<file path="src/rtl/sensor_responder_pkg.sv">
// Shared definitions for the arbiter request/response link.
// Holds the command codes, the responder FSM state encoding and the
// checksum helper so that both ends of the link compute identical bytes.
package sensor_responder_pkg;

    localparam logic [3:0] CMD_READ   = 4'h1;
    localparam logic [3:0] CMD_STATUS = 4'h2;
    localparam logic [3:0] CMD_PING   = 4'hF;
    localparam logic [3:0] CODE_NACK  = 4'hE;

    typedef enum logic [1:0] {
        ST_IDLE      = 2'd0,
        ST_DECODE    = 2'd1,
        ST_SEND      = 2'd2,
        ST_WAIT_DONE = 2'd3
    } resp_state_e;

    // 8-bit sum, carry discarded.
    function automatic logic [7:0] resp_checksum(input logic [7:0] hdr, input logic [7:0] data);
        return hdr + data;
    endfunction

endpackage

</file>
<file path="src/rtl/uart_rx.sv">
// UART receiver core, 8N1, LSB first.
// Ports:
//   i_Clock     - system clock
//   i_Rx_Serial - serial input (idles high)
//   o_Rx_DV     - one-cycle strobe when o_Rx_Byte holds a new byte
//   o_Rx_Byte   - last received byte
// The core has no reset; its state register powers up in the idle encoding.
module uart_rx #(
    parameter int CLKS_PER_BIT = 5208
) (
    input  logic       i_Clock,
    input  logic       i_Rx_Serial,
    output logic       o_Rx_DV,
    output logic [7:0] o_Rx_Byte
);

    localparam int CW = $clog2(CLKS_PER_BIT + 1);
    localparam logic [CW-1:0] BIT_TC  = CW'(CLKS_PER_BIT - 1);
    localparam logic [CW-1:0] HALF_TC = CW'((CLKS_PER_BIT - 1) / 2);

    typedef enum logic [1:0] {RX_IDLE, RX_START, RX_DATA, RX_STOP} rx_state_e;

    rx_state_e       state_q;
    logic [1:0]      sync_q;
    logic [CW-1:0]   cnt_q;
    logic [2:0]      bit_q;
    logic [7:0]      byte_q;
    logic            dv_q;
    logic            rx_s;

    assign rx_s      = sync_q[1];
    assign o_Rx_DV   = dv_q;
    assign o_Rx_Byte = byte_q;

    always_ff @(posedge i_Clock) begin
        sync_q <= {sync_q[0], i_Rx_Serial};
        dv_q   <= 1'b0;
        case (state_q)
            RX_IDLE: begin
                if (!rx_s) begin
                    cnt_q   <= HALF_TC;
                    state_q <= RX_START;
                end
            end
            RX_START: begin
                // Re-check at mid start bit so a glitch is not taken as a frame.
                if (cnt_q != '0) begin
                    cnt_q <= cnt_q - 1'b1;
                end else if (!rx_s) begin
                    cnt_q   <= BIT_TC;
                    bit_q   <= 3'd0;
                    state_q <= RX_DATA;
                end else begin
                    state_q <= RX_IDLE;
                end
            end
            RX_DATA: begin
                if (cnt_q != '0) begin
                    cnt_q <= cnt_q - 1'b1;
                end else begin
                    byte_q <= {rx_s, byte_q[7:1]};
                    cnt_q  <= BIT_TC;
                    if (bit_q == 3'd7) state_q <= RX_STOP;
                    else               bit_q   <= bit_q + 1'b1;
                end
            end
            RX_STOP: begin
                if (cnt_q != '0) begin
                    cnt_q <= cnt_q - 1'b1;
                end else begin
                    dv_q    <= 1'b1;
                    state_q <= RX_IDLE;
                end
            end
            default: state_q <= RX_IDLE;
        endcase
    end

endmodule

</file>
<file path="src/rtl/uart_tx.sv">
// UART transmitter core, 8N1, LSB first.
// Ports:
//   i_Clock     - system clock
//   i_Tx_DV     - start strobe, accepted only while idle
//   i_Tx_Byte   - byte to send, captured with i_Tx_DV
//   o_Tx_Active - high while a frame is on the line
//   o_Tx_Serial - serial output (idles high)
//   o_Tx_Done   - one-cycle strobe at the end of the stop bit
// The core has no reset: a frame in progress always runs to completion.
module uart_tx #(
    parameter int CLKS_PER_BIT = 5208
) (
    input  logic       i_Clock,
    input  logic       i_Tx_DV,
    input  logic [7:0] i_Tx_Byte,
    output logic       o_Tx_Active,
    output logic       o_Tx_Serial,
    output logic       o_Tx_Done
);

    localparam int CW = $clog2(CLKS_PER_BIT + 1);
    localparam logic [CW-1:0] BIT_TC = CW'(CLKS_PER_BIT - 1);

    typedef enum logic [1:0] {TX_IDLE, TX_START, TX_DATA, TX_STOP} tx_state_e;

    tx_state_e     state_q;
    logic [CW-1:0] cnt_q;
    logic [2:0]    bit_q;
    logic [7:0]    sh_q;
    logic          ser_q;
    logic          act_q;
    logic          done_q;

    assign o_Tx_Active = act_q;
    assign o_Tx_Serial = ser_q;
    assign o_Tx_Done   = done_q;

    always_ff @(posedge i_Clock) begin
        done_q <= 1'b0;
        case (state_q)
            TX_IDLE: begin
                ser_q <= 1'b1;
                if (i_Tx_DV) begin
                    sh_q    <= i_Tx_Byte;
                    ser_q   <= 1'b0;
                    act_q   <= 1'b1;
                    cnt_q   <= BIT_TC;
                    state_q <= TX_START;
                end
            end
            TX_START: begin
                if (cnt_q != '0) begin
                    cnt_q <= cnt_q - 1'b1;
                end else begin
                    ser_q   <= sh_q[0];
                    sh_q    <= {1'b0, sh_q[7:1]};
                    bit_q   <= 3'd0;
                    cnt_q   <= BIT_TC;
                    state_q <= TX_DATA;
                end
            end
            TX_DATA: begin
                if (cnt_q != '0) begin
                    cnt_q <= cnt_q - 1'b1;
                end else begin
                    cnt_q <= BIT_TC;
                    if (bit_q == 3'd7) begin
                        ser_q   <= 1'b1;
                        state_q <= TX_STOP;
                    end else begin
                        ser_q <= sh_q[0];
                        sh_q  <= {1'b0, sh_q[7:1]};
                        bit_q <= bit_q + 1'b1;
                    end
                end
            end
            TX_STOP: begin
                if (cnt_q != '0) begin
                    cnt_q <= cnt_q - 1'b1;
                end else begin
                    act_q   <= 1'b0;
                    done_q  <= 1'b1;
                    state_q <= TX_IDLE;
                end
            end
            default: state_q <= TX_IDLE;
        endcase
    end

endmodule

</file>
<file path="src/rtl/sensor_responder.sv">
// Node-side responder for the arbiter link.
// Receives a one-byte request {addr, cmd}; if addr matches NODE_ADDR it
// answers with three bytes: header {NODE_ADDR, code}, data, checksum.
// Ports:
//   clk         - system clock
//   reset       - synchronous active-low reset
//   rx          - serial line from the arbiter
//   sensor_data - local sensor value, captured while decoding a request
//   tx          - serial line to the arbiter
//   busy        - high while a request is being answered
//   resp_done   - one-cycle pulse at the end of the checksum byte
//   drop_count  - saturating count of matching requests arriving while busy
//
// state        | meaning
// ST_IDLE      | waiting for a request addressed to this node
// ST_DECODE    | build header/data/checksum into the response buffer
// ST_SEND      | wait for the transmitter to be idle, then strobe one byte
// ST_WAIT_DONE | wait for the byte to finish; advance or finish the response
module sensor_responder
    import sensor_responder_pkg::*;
#(
    parameter logic [3:0] NODE_ADDR    = 4'h1,
    parameter int         CLKS_PER_BIT = 5208
) (
    input  logic       clk,
    input  logic       reset,
    input  logic       rx,
    input  logic [7:0] sensor_data,
    output logic       tx,
    output logic       busy,
    output logic       resp_done,
    output logic [7:0] drop_count
);

    logic       rx_dv;
    logic [7:0] rx_byte;
    logic       tx_dv;
    logic [7:0] tx_byte;
    logic       tx_active;
    logic       tx_done;
    logic       addr_hit;

    resp_state_e state_q, state_d;
    logic [3:0]  cmd_q, cmd_d;
    logic [7:0]  hdr_q, hdr_d;
    logic [7:0]  dat_q, dat_d;
    logic [7:0]  sum_q, sum_d;
    logic [1:0]  idx_q, idx_d;
    logic [7:0]  drop_q, drop_d;
    logic [3:0]  code;
    logic [7:0]  data;

    uart_rx #(.CLKS_PER_BIT(CLKS_PER_BIT)) u_uart_rx (
        .i_Clock     (clk),
        .i_Rx_Serial (rx),
        .o_Rx_DV     (rx_dv),
        .o_Rx_Byte   (rx_byte)
    );

    uart_tx #(.CLKS_PER_BIT(CLKS_PER_BIT)) u_uart_tx (
        .i_Clock     (clk),
        .i_Tx_DV     (tx_dv),
        .i_Tx_Byte   (tx_byte),
        .o_Tx_Active (tx_active),
        .o_Tx_Serial (tx),
        .o_Tx_Done   (tx_done)
    );

    assign addr_hit   = rx_dv && (rx_byte[7:4] == NODE_ADDR);
    assign busy       = (state_q != ST_IDLE);
    assign drop_count = drop_q;
    assign tx_byte    = (idx_q == 2'd0) ? hdr_q :
                        (idx_q == 2'd1) ? dat_q : sum_q;

    always_comb begin
        state_d   = state_q;
        cmd_d     = cmd_q;
        hdr_d     = hdr_q;
        dat_d     = dat_q;
        sum_d     = sum_q;
        idx_d     = idx_q;
        drop_d    = drop_q;
        tx_dv     = 1'b0;
        resp_done = 1'b0;
        code      = CODE_NACK;
        data      = 8'h00;

        // Any matching request outside IDLE is lost, including one that
        // coincides with the final o_Tx_Done.
        if (addr_hit && (state_q != ST_IDLE) && (drop_q != 8'hFF))
            drop_d = drop_q + 1'b1;

        case (state_q)
            ST_IDLE: begin
                if (addr_hit) begin
                    cmd_d   = rx_byte[3:0];
                    state_d = ST_DECODE;
                end
            end
            ST_DECODE: begin
                case (cmd_q)
                    CMD_READ:   begin code = CMD_READ;   data = sensor_data;        end
                    CMD_STATUS: begin code = CMD_STATUS; data = drop_q;             end
                    CMD_PING:   begin code = CMD_PING;   data = {4'h0, NODE_ADDR};  end
                    default:    begin code = CODE_NACK;  data = 8'h00;              end
                endcase
                hdr_d   = {NODE_ADDR, code};
                dat_d   = data;
                sum_d   = resp_checksum({NODE_ADDR, code}, data);
                idx_d   = 2'd0;
                state_d = ST_SEND;
            end
            ST_SEND: begin
                // After a mid-response reset the old frame may still be on the wire.
                if (!tx_active) begin
                    tx_dv   = 1'b1;
                    state_d = ST_WAIT_DONE;
                end
            end
            ST_WAIT_DONE: begin
                if (tx_done) begin
                    if (idx_q == 2'd2) begin
                        resp_done = 1'b1;
                        state_d   = ST_IDLE;
                    end else begin
                        idx_d   = idx_q + 1'b1;
                        state_d = ST_SEND;
                    end
                end
            end
            default: state_d = ST_IDLE;
        endcase
    end

    always_ff @(posedge clk) begin
        if (!reset) begin
            state_q <= ST_IDLE;
            cmd_q   <= 4'h0;
            hdr_q   <= 8'h00;
            dat_q   <= 8'h00;
            sum_q   <= 8'h00;
            idx_q   <= 2'd0;
            drop_q  <= 8'h00;
        end else begin
            state_q <= state_d;
            cmd_q   <= cmd_d;
            hdr_q   <= hdr_d;
            dat_q   <= dat_d;
            sum_q   <= sum_d;
            idx_q   <= idx_d;
            drop_q  <= drop_d;
        end
    end

endmodule
</file>
<file path="config.mk">
export PLATFORM = sky130hd
export DESIGN_NAME = sensor_responder
export DESIGN_NICKNAME = d
export VERILOG_FILES = /design/src/rtl/sensor_responder_pkg.sv /design/src/rtl/uart_rx.sv /design/src/rtl/uart_tx.sv /design/src/rtl/sensor_responder.sv
export SDC_FILE = /design/constraint.sdc
export NUM_CORES = 1
export LEC_CHECK = 0
export ABC_AREA = 1
export CAP_MARGIN = 20
export CORE_MARGIN = 3
export CORE_UTILIZATION = 40
export DETAILED_ROUTE_END_ITERATION = 16
export DONT_BUFFER_PORTS = 1
export GPL_TIMING_DRIVEN = 1
export REMOVE_ABC_BUFFERS = 1
export SYNTH_ARGS = -nofsm -noshare
export SYNTH_HDL_FRONTEND = slang
export SYNTH_SLANG_ARGS = --single-unit
</file>
<file path="constraint.sdc">
create_clock -name clk -period 2.62 [get_ports clk]
set_input_delay 0.393 -clock clk [delete_from_list [all_inputs] [get_ports clk]]
set_output_delay 0.393 -clock clk [all_outputs]
set_load 0.03 [all_outputs]
</file>
==> flow_summary.ini, run 1 <==
[synthesis]
seq_area_frac_synth_pct = 49.4
yosysUniqueCellTypes = 41
synth_seq_cells = 94
synth.yosys.warnings = 0
yosys-top-cells-area = edfxtp_1 (33%), dfxtp_1 (16%), nand2_1 (7.3%), inv_1 (6.9%), ha_1 (6.1%)
post_synth_inst_count = 574
share_of_synthesized_flip_flops_with_an_asynchronous_set_or_reset_pct = 0
synthFlopType = edfxtp_1
synth.largest_area_cell = edfxtp_1
synthesis.area_per_instance_um2 = 8.54
synth_enable_flop_cells = 54
post_syn_area_um2 = 4900
synth.top_cell.area_share_pct = 33.1

[worst_setup_path]
largest_delay_contributor_family_on_the_critical_path = simple AND/OR/NAND/NOR gates
critical_path_slowest_stage_cell = dfxtp_1
regToRegStartpoint = cmd_q[2]
worstPathBufferInverterCount = 3
reg2reg_to = sum_q[6]
critical_path.max_fanout = 9
critical_path_required_ps = 2860
startpoint = cmd_q[2]
worstSetupStartpointType = flip-flop
worstSetupPathType = reg2reg
worst_ep_arrival_time_ps = 2500
worstSetupEndpointType = flip-flop
critPathMaxStageDelay_ps = 350
critical_path.cell_chain = nor2_4, nand2_4, inv_2, nand2_1, o211ai_1, ha_1, inv_1, fa_1, inv_1, nand3_2, nand2_2, nand2_2, a21oi_1, nor2_1
timing.reg2reg.worst_path_depth = 14
r2r_setup_slack_ps = 360

[grt]
grt-ovfl-total = 0
antenna_found_initial = 0
first_pass_grt_wire_length_um = 17200
first_global_vias = 3629
global_route.usage.total_pct = 15.9
maximum_number_of_pins_on_one_net_before_global_route_repair = 32

[layout]
layout.core_utilization_pct = 46.2
syn2layout_area_growth_pct = 10.3
drive_above_1_share_pct = 8.63
num-nets-final = 622
area_of_the_multi_input_gates_um2 = 2080
final-seq-area_um2 = 2420
antenna_cells = 0
fillerInstances = 1174
fin_area_um2 = 5410

[placed_design]
io_buffer_count = 0
hpwlAfterDp_um = 7290
placedInstanceArea_um2 = 5120
gp_routability_congestion = 0.823

[flow_run]
drv.max_cap_violation_count = 0

[pwr]
total_power_mw = 5.45
power.density_cell_area_nw_per_um2 = 1010
leakagePower_nw = 2.33
vdd_drop_max_mv = 0.420

[die]
die_x_um = 117
io_pins = 22
rows = 39
die_area_um2 = 13600
fp.coreArea_um2 = 11700
fp.dieH_um = 117
initial_core_util_pct = 41.9

[route]
detail_route.wirelength_um = 9820
post_drt_wl_per_cell_um = 13.4
post_drt_via_cell_ratio = 4.98
antenna_violating_nets_post_route = 0
dr.pass1.iters = 4
drt_first_iter_violations = 167
detailroute.via_count = 3657
detail_route.drc_violations = 0

[worst_hold_path]
timing.hold.worst_path_depth = 0
type_of_the_tightest_min_delay_check = in2reg
min_to = u_uart_rx.sync_q[0]
worstHoldStart = rx

[sta]
period_needed_ps = 2260
fin_worst_hold_slack_ps = 72.3
rsz0062_at_grt = no
setup_viol_count_final = 0
skew_ps = 7.90
tightestPinTransition_ps = 631
totalNegativeSetupSlack_ps = 0
clock.fmax_ghz = 0.442
timing_max_transition_violations_final = 0
report.final.hold_viol_count = 0
maxSlewHeadroom_pct = 57.8
post-route-period-util_pct = 86.3

[cts]
clock_latency_ps = 340
tritoncts = yes
clk_path_buf_depth = 2
cts.htree.levels = 3
numClockSinks = 94
cts_buffers = 9
worst_setup_hold_path_clk_slew_ps = 60
cts_root_buf = clkbuf_16
cts_hold_buffers = 0
postCtsSetupRepairBufs = 0
cts_repair_resize_count = 0

[run_status]
outcome = complete, no violations
[cell families (layout without fill, tap and decap cells)]
group           after synthesis  in the layout  synth area share, %
fa+ha+maj                    25             25                 6.53
xor+xnor                     20             20                 3.57
compound gates              103            103                 12.0
buf+inv                     107            124                 8.24
simple gates                225            225                 20.2
flops                        94             94                 49.4
[stage by stage]
stage,setup slack (ps),std cells
after floorplan,425,566
after global placement,477,718
after detailed placement,354,718
after CTS,352,734
after global routing,123,734
final,360,734
[worst max path at each step]
stage / to / depth (start not counted)
2_1_floorplan: u_uart_tx.sh_q[0] / 7
3_3_place_gp: sum_q[6] / 14
3_5_place_dp: sum_q[6] / 14
4_1_cts: sum_q[6] / 14
5_1_grt: sum_q[6] / 15
6_report: sum_q[6] / 14
[power by group]
| group | total [mW] | switching, mW | internal, mW |
|---|---|---|---|
| clock | 1.28 | 0.543 | 0.733 |
| combinational | 1.76 | 1.17 | 0.591 |
| sequential | 2.41 | 0.238 | 2.17 |
[layout by cell type, fill, tap and decap left out, types with 6 or more instances in the layout]
| cell type | count |
|---|---|
| a21oi_1 | 29 |
| buf_4 | 9 |
| clkbuf_16 | 9 |
| dfxtp_1 | 40 |
| edfxtp_1 | 54 |
| ha_1 | 24 |
| inv_1 | 90 |
| inv_2 | 8 |
| nand2_1 | 95 |
| nand2_2 | 6 |
| nand3_1 | 24 |
| nor2_1 | 70 |
| nor3_1 | 13 |
| o211ai_1 | 12 |
| o21ai_0 | 38 |
| o21ai_1 | 12 |
| xnor2_1 | 6 |
| xor2_1 | 14 |
[worst register-to-register path, cell delays in order (launching register included)]
cell and delay (ps):
dfxtp_1 350, nor2_4 240, nand2_4 120, inv_2 130, nand2_1 70, o211ai_1 130, ha_1 220, inv_1 50
fa_1 350, inv_1 100, nand3_2 100, nand2_2 80, nand2_2 50, a21oi_1 110, nor2_1 60
[layout make-up]
type / instances / share of cell area (%)
Multi-Input combinational cell: 373 / 38.5
Clock inverter: 7 / 1.18
Timing Repair Buffer: 9 / 1.25
Tap cell: 143 / 3.31
Clock buffer: 9 / 4.16
Inverter: 99 / 6.87
Sequential cell: 94 / 44.8
[metal layers]
layer	up-vias	share of wire, %	GRT usage (%)
met2	47	46	25.9
met3	8	4.5	4.40
met4	0	1.3	4.89
met5	-	0	0
li1	1905	-	-
met1	1697	48	20.6
[Yosys cell counts (3+ instances only)]
master	number
edfxtp_1	54
dfxtp_1	40
inv_1	90
nor2_4	3
ha_1	24
nand2_2	6
nand3_1	24
xor2_1	14
nand2_1	95
nor2_1	71
inv_2	8
a21oi_1	29
o211ai_1	12
clkbuf_1	5
o21ai_1	12
o21ai_0	38
nor3_1	13
xnor2_1	6
[state kept, by name, indices dropped and copies added, names as in the netlist, 3 cells and up, named ones only]
| register | cells |
|---|---|
| sum_q | 8 |
| u_uart_tx.bit_q | 3 |
| u_uart_tx.cnt_q | 13 |
| u_uart_rx.bit_q | 3 |
| u_uart_tx.sh_q | 8 |
| u_uart_rx.o_Rx_Byte | 8 |
| dat_q | 8 |
| u_uart_rx.cnt_q | 13 |
| hdr_q | 4 |
| drop_count | 8 |
| cmd_q | 4 |
Power figures use the tool's default switching activity.
==> inputs of run 2 (changes only) <==
SETUP_SLACK_MARGIN = 0.1   (was unset)
clock period = 2.6 ns   (was 2.62 ns; I/O delays follow)
==> run 2 against run 1 <==
Clock-buffer cell count rose by 5; design area rose by 0.30%; worst setup slack improved by 5.6 ps; highest routed layer unchanged; via count fell by 0.60%; sequential cell count did not move; hold slack improved by 3.7 ps; register-to-register slack barely moved; critical path depth did not move; critical endpoint unchanged.
==> flow_summary.ini, run 2 (synthesis gave the netlist of run 1 again) <==
[worst_setup_path]
critical_path.max_fanout = 9
worstSetupPathType = reg2reg
worstSetupEndpointType = flip-flop
worst_ep_arrival_time_ps = 2470
critical_path_required_ps = 2840
worstSetupStartpointType = flip-flop

[cts]
postCtsSetupRepairBufs = 0
cts_root_buf = clkbuf_16
cts_buffers = 9
cts_hold_buffers = 0
cts_repair_resize_count = 0
clock_latency_ps = 350
numClockSinks = 94
worst_setup_hold_path_clk_slew_ps = 60
tritoncts = yes
cts.htree.levels = 3
clk_path_buf_depth = 2

[placed_design]
dp_slack_ps = 358
hpwlAfterDp_um = 7200
io_buffer_count = 0
gp_routability_congestion = 0.824

[route]
post_drt_via_cell_ratio = 4.95
post_drt_wl_per_cell_um = 13.1
antenna_violating_nets_post_route = 0
detailroute.via_count = 3635
detail_route.wirelength_um = 9660
drt_first_iter_violations = 146
detail_route.drc_violations = 0
dr.pass1.iters = 4

[sta]
post-route-period-util_pct = 85.9
timing_max_transition_violations_final = 0
setup_viol_count_final = 0
tightestPinTransition_ps = 619
totalNegativeSetupSlack_ps = 0
skew_ps = 12.3
clock.fmax_ghz = 0.448
rsz0062_at_grt = no
report.final.hold_viol_count = 0
maxSlewHeadroom_pct = 58.6
period_needed_ps = 2230
timing.final.ws_setup_ps = 365

[grt]
maximum_number_of_pins_on_one_net_before_global_route_repair = 32
grt-ovfl-total = 0
first_global_vias = 3569
antenna_found_initial = 0
first_pass_grt_wire_length_um = 16500
global_route.usage.total_pct = 15.5

[layout]
most-common-layout-cells = nand2_1 (95), inv_1 (90), nor2_1 (70)
syn2layout_area_growth_pct = 10.6
antenna_cells = 0
drive_above_1_share_pct = 8.95
most_common_cell_after_layout_fill_and_taps_aside = nand2_1
layout.core_utilization_pct = 46.3
largest_registers = u_uart_rx.cnt_q (13), u_uart_tx.cnt_q (13)
num-nets-final = 623
fillerInstances = 1154

[die]
initial_core_util_pct = 41.9
die_area_um2 = 13600
fp.coreArea_um2 = 11700
io_pins = 22
fp.dieH_um = 117
die_x_um = 117
rows = 39

[flow_run]
drv.max_cap_violation_count = 0

[pwr]
total_power_mw = 5.50
leakagePower_nw = 2.35
vdd_drop_max_mv = 0.471
power.density_cell_area_nw_per_um2 = 1010

[run_status]
outcome = complete, no violations

[worst_hold_path]
type_of_the_tightest_min_delay_check = in2reg
[run 2: cell type report]
cell class	count	area [um2]	area share, %
repair buffers	10	75.1	1.38
multi-input cells	373	2080	38.3
flip-flops and latches	94	2420	44.6
clock inverters	2	13.8	0.254
inverters	99	372	6.85
clock buffers	14	284	5.23
well taps	143	179	3.30
[run 2: critical path, cell delays in order, from the launching register on]
cell      delay (ps)
dfxtp_1          350
nor2_4           240
nand2_4          120
inv_2            130
nand2_1           60
o211ai_1         120
ha_1             210
inv_1             50
fa_1             350
inv_1            100
nand3_2           90
nand2_2           80
nand2_2           50
a21oi_1          120
nor2_1            60
[run 2: power by group]
part / total [mW] / switching (mW) / internal [mW]
combinational: 1.78 / 1.17 / 0.615
clock: 1.29 / 0.534 / 0.753
sequential: 2.43 / 0.240 / 2.19
[run 2: metrics by stage]
step	cells	cell area (um2)	hold slack [ps]
final	735	5430	76.0
after global routing	735	5430	49.6
after CTS	735	5430	56.5
after detailed placement	719	5130	327
after global placement	719	5130	314
after floorplan	566	4870	310
[run 2: layer usage]
layer / part of all wire [%] / vias up / track usage (%) / wire length, um
met1: 48 / 1671 / 20.2 / 4630
met4: 0.99 / 0 / 5.28 / 96
met5: 0 / - / 0 / 0
li1: - / 1908 / - / -
met3: 4.4 / 7 / 4.82 / 428
met2: 47 / 49 / 24.4 / 4510
[run 2: worst paths after layout]
kind         cells after the start  slack (ps)                start                  end
min                              0          80                   rx  u_uart_rx.sync_q[0]
max reg2reg                     14         370             cmd_q[2]             sum_q[6]
max                             14         370             cmd_q[2]             sum_q[6]
min reg2reg                      0         320  u_uart_rx.sync_q[0]  u_uart_rx.sync_q[1]
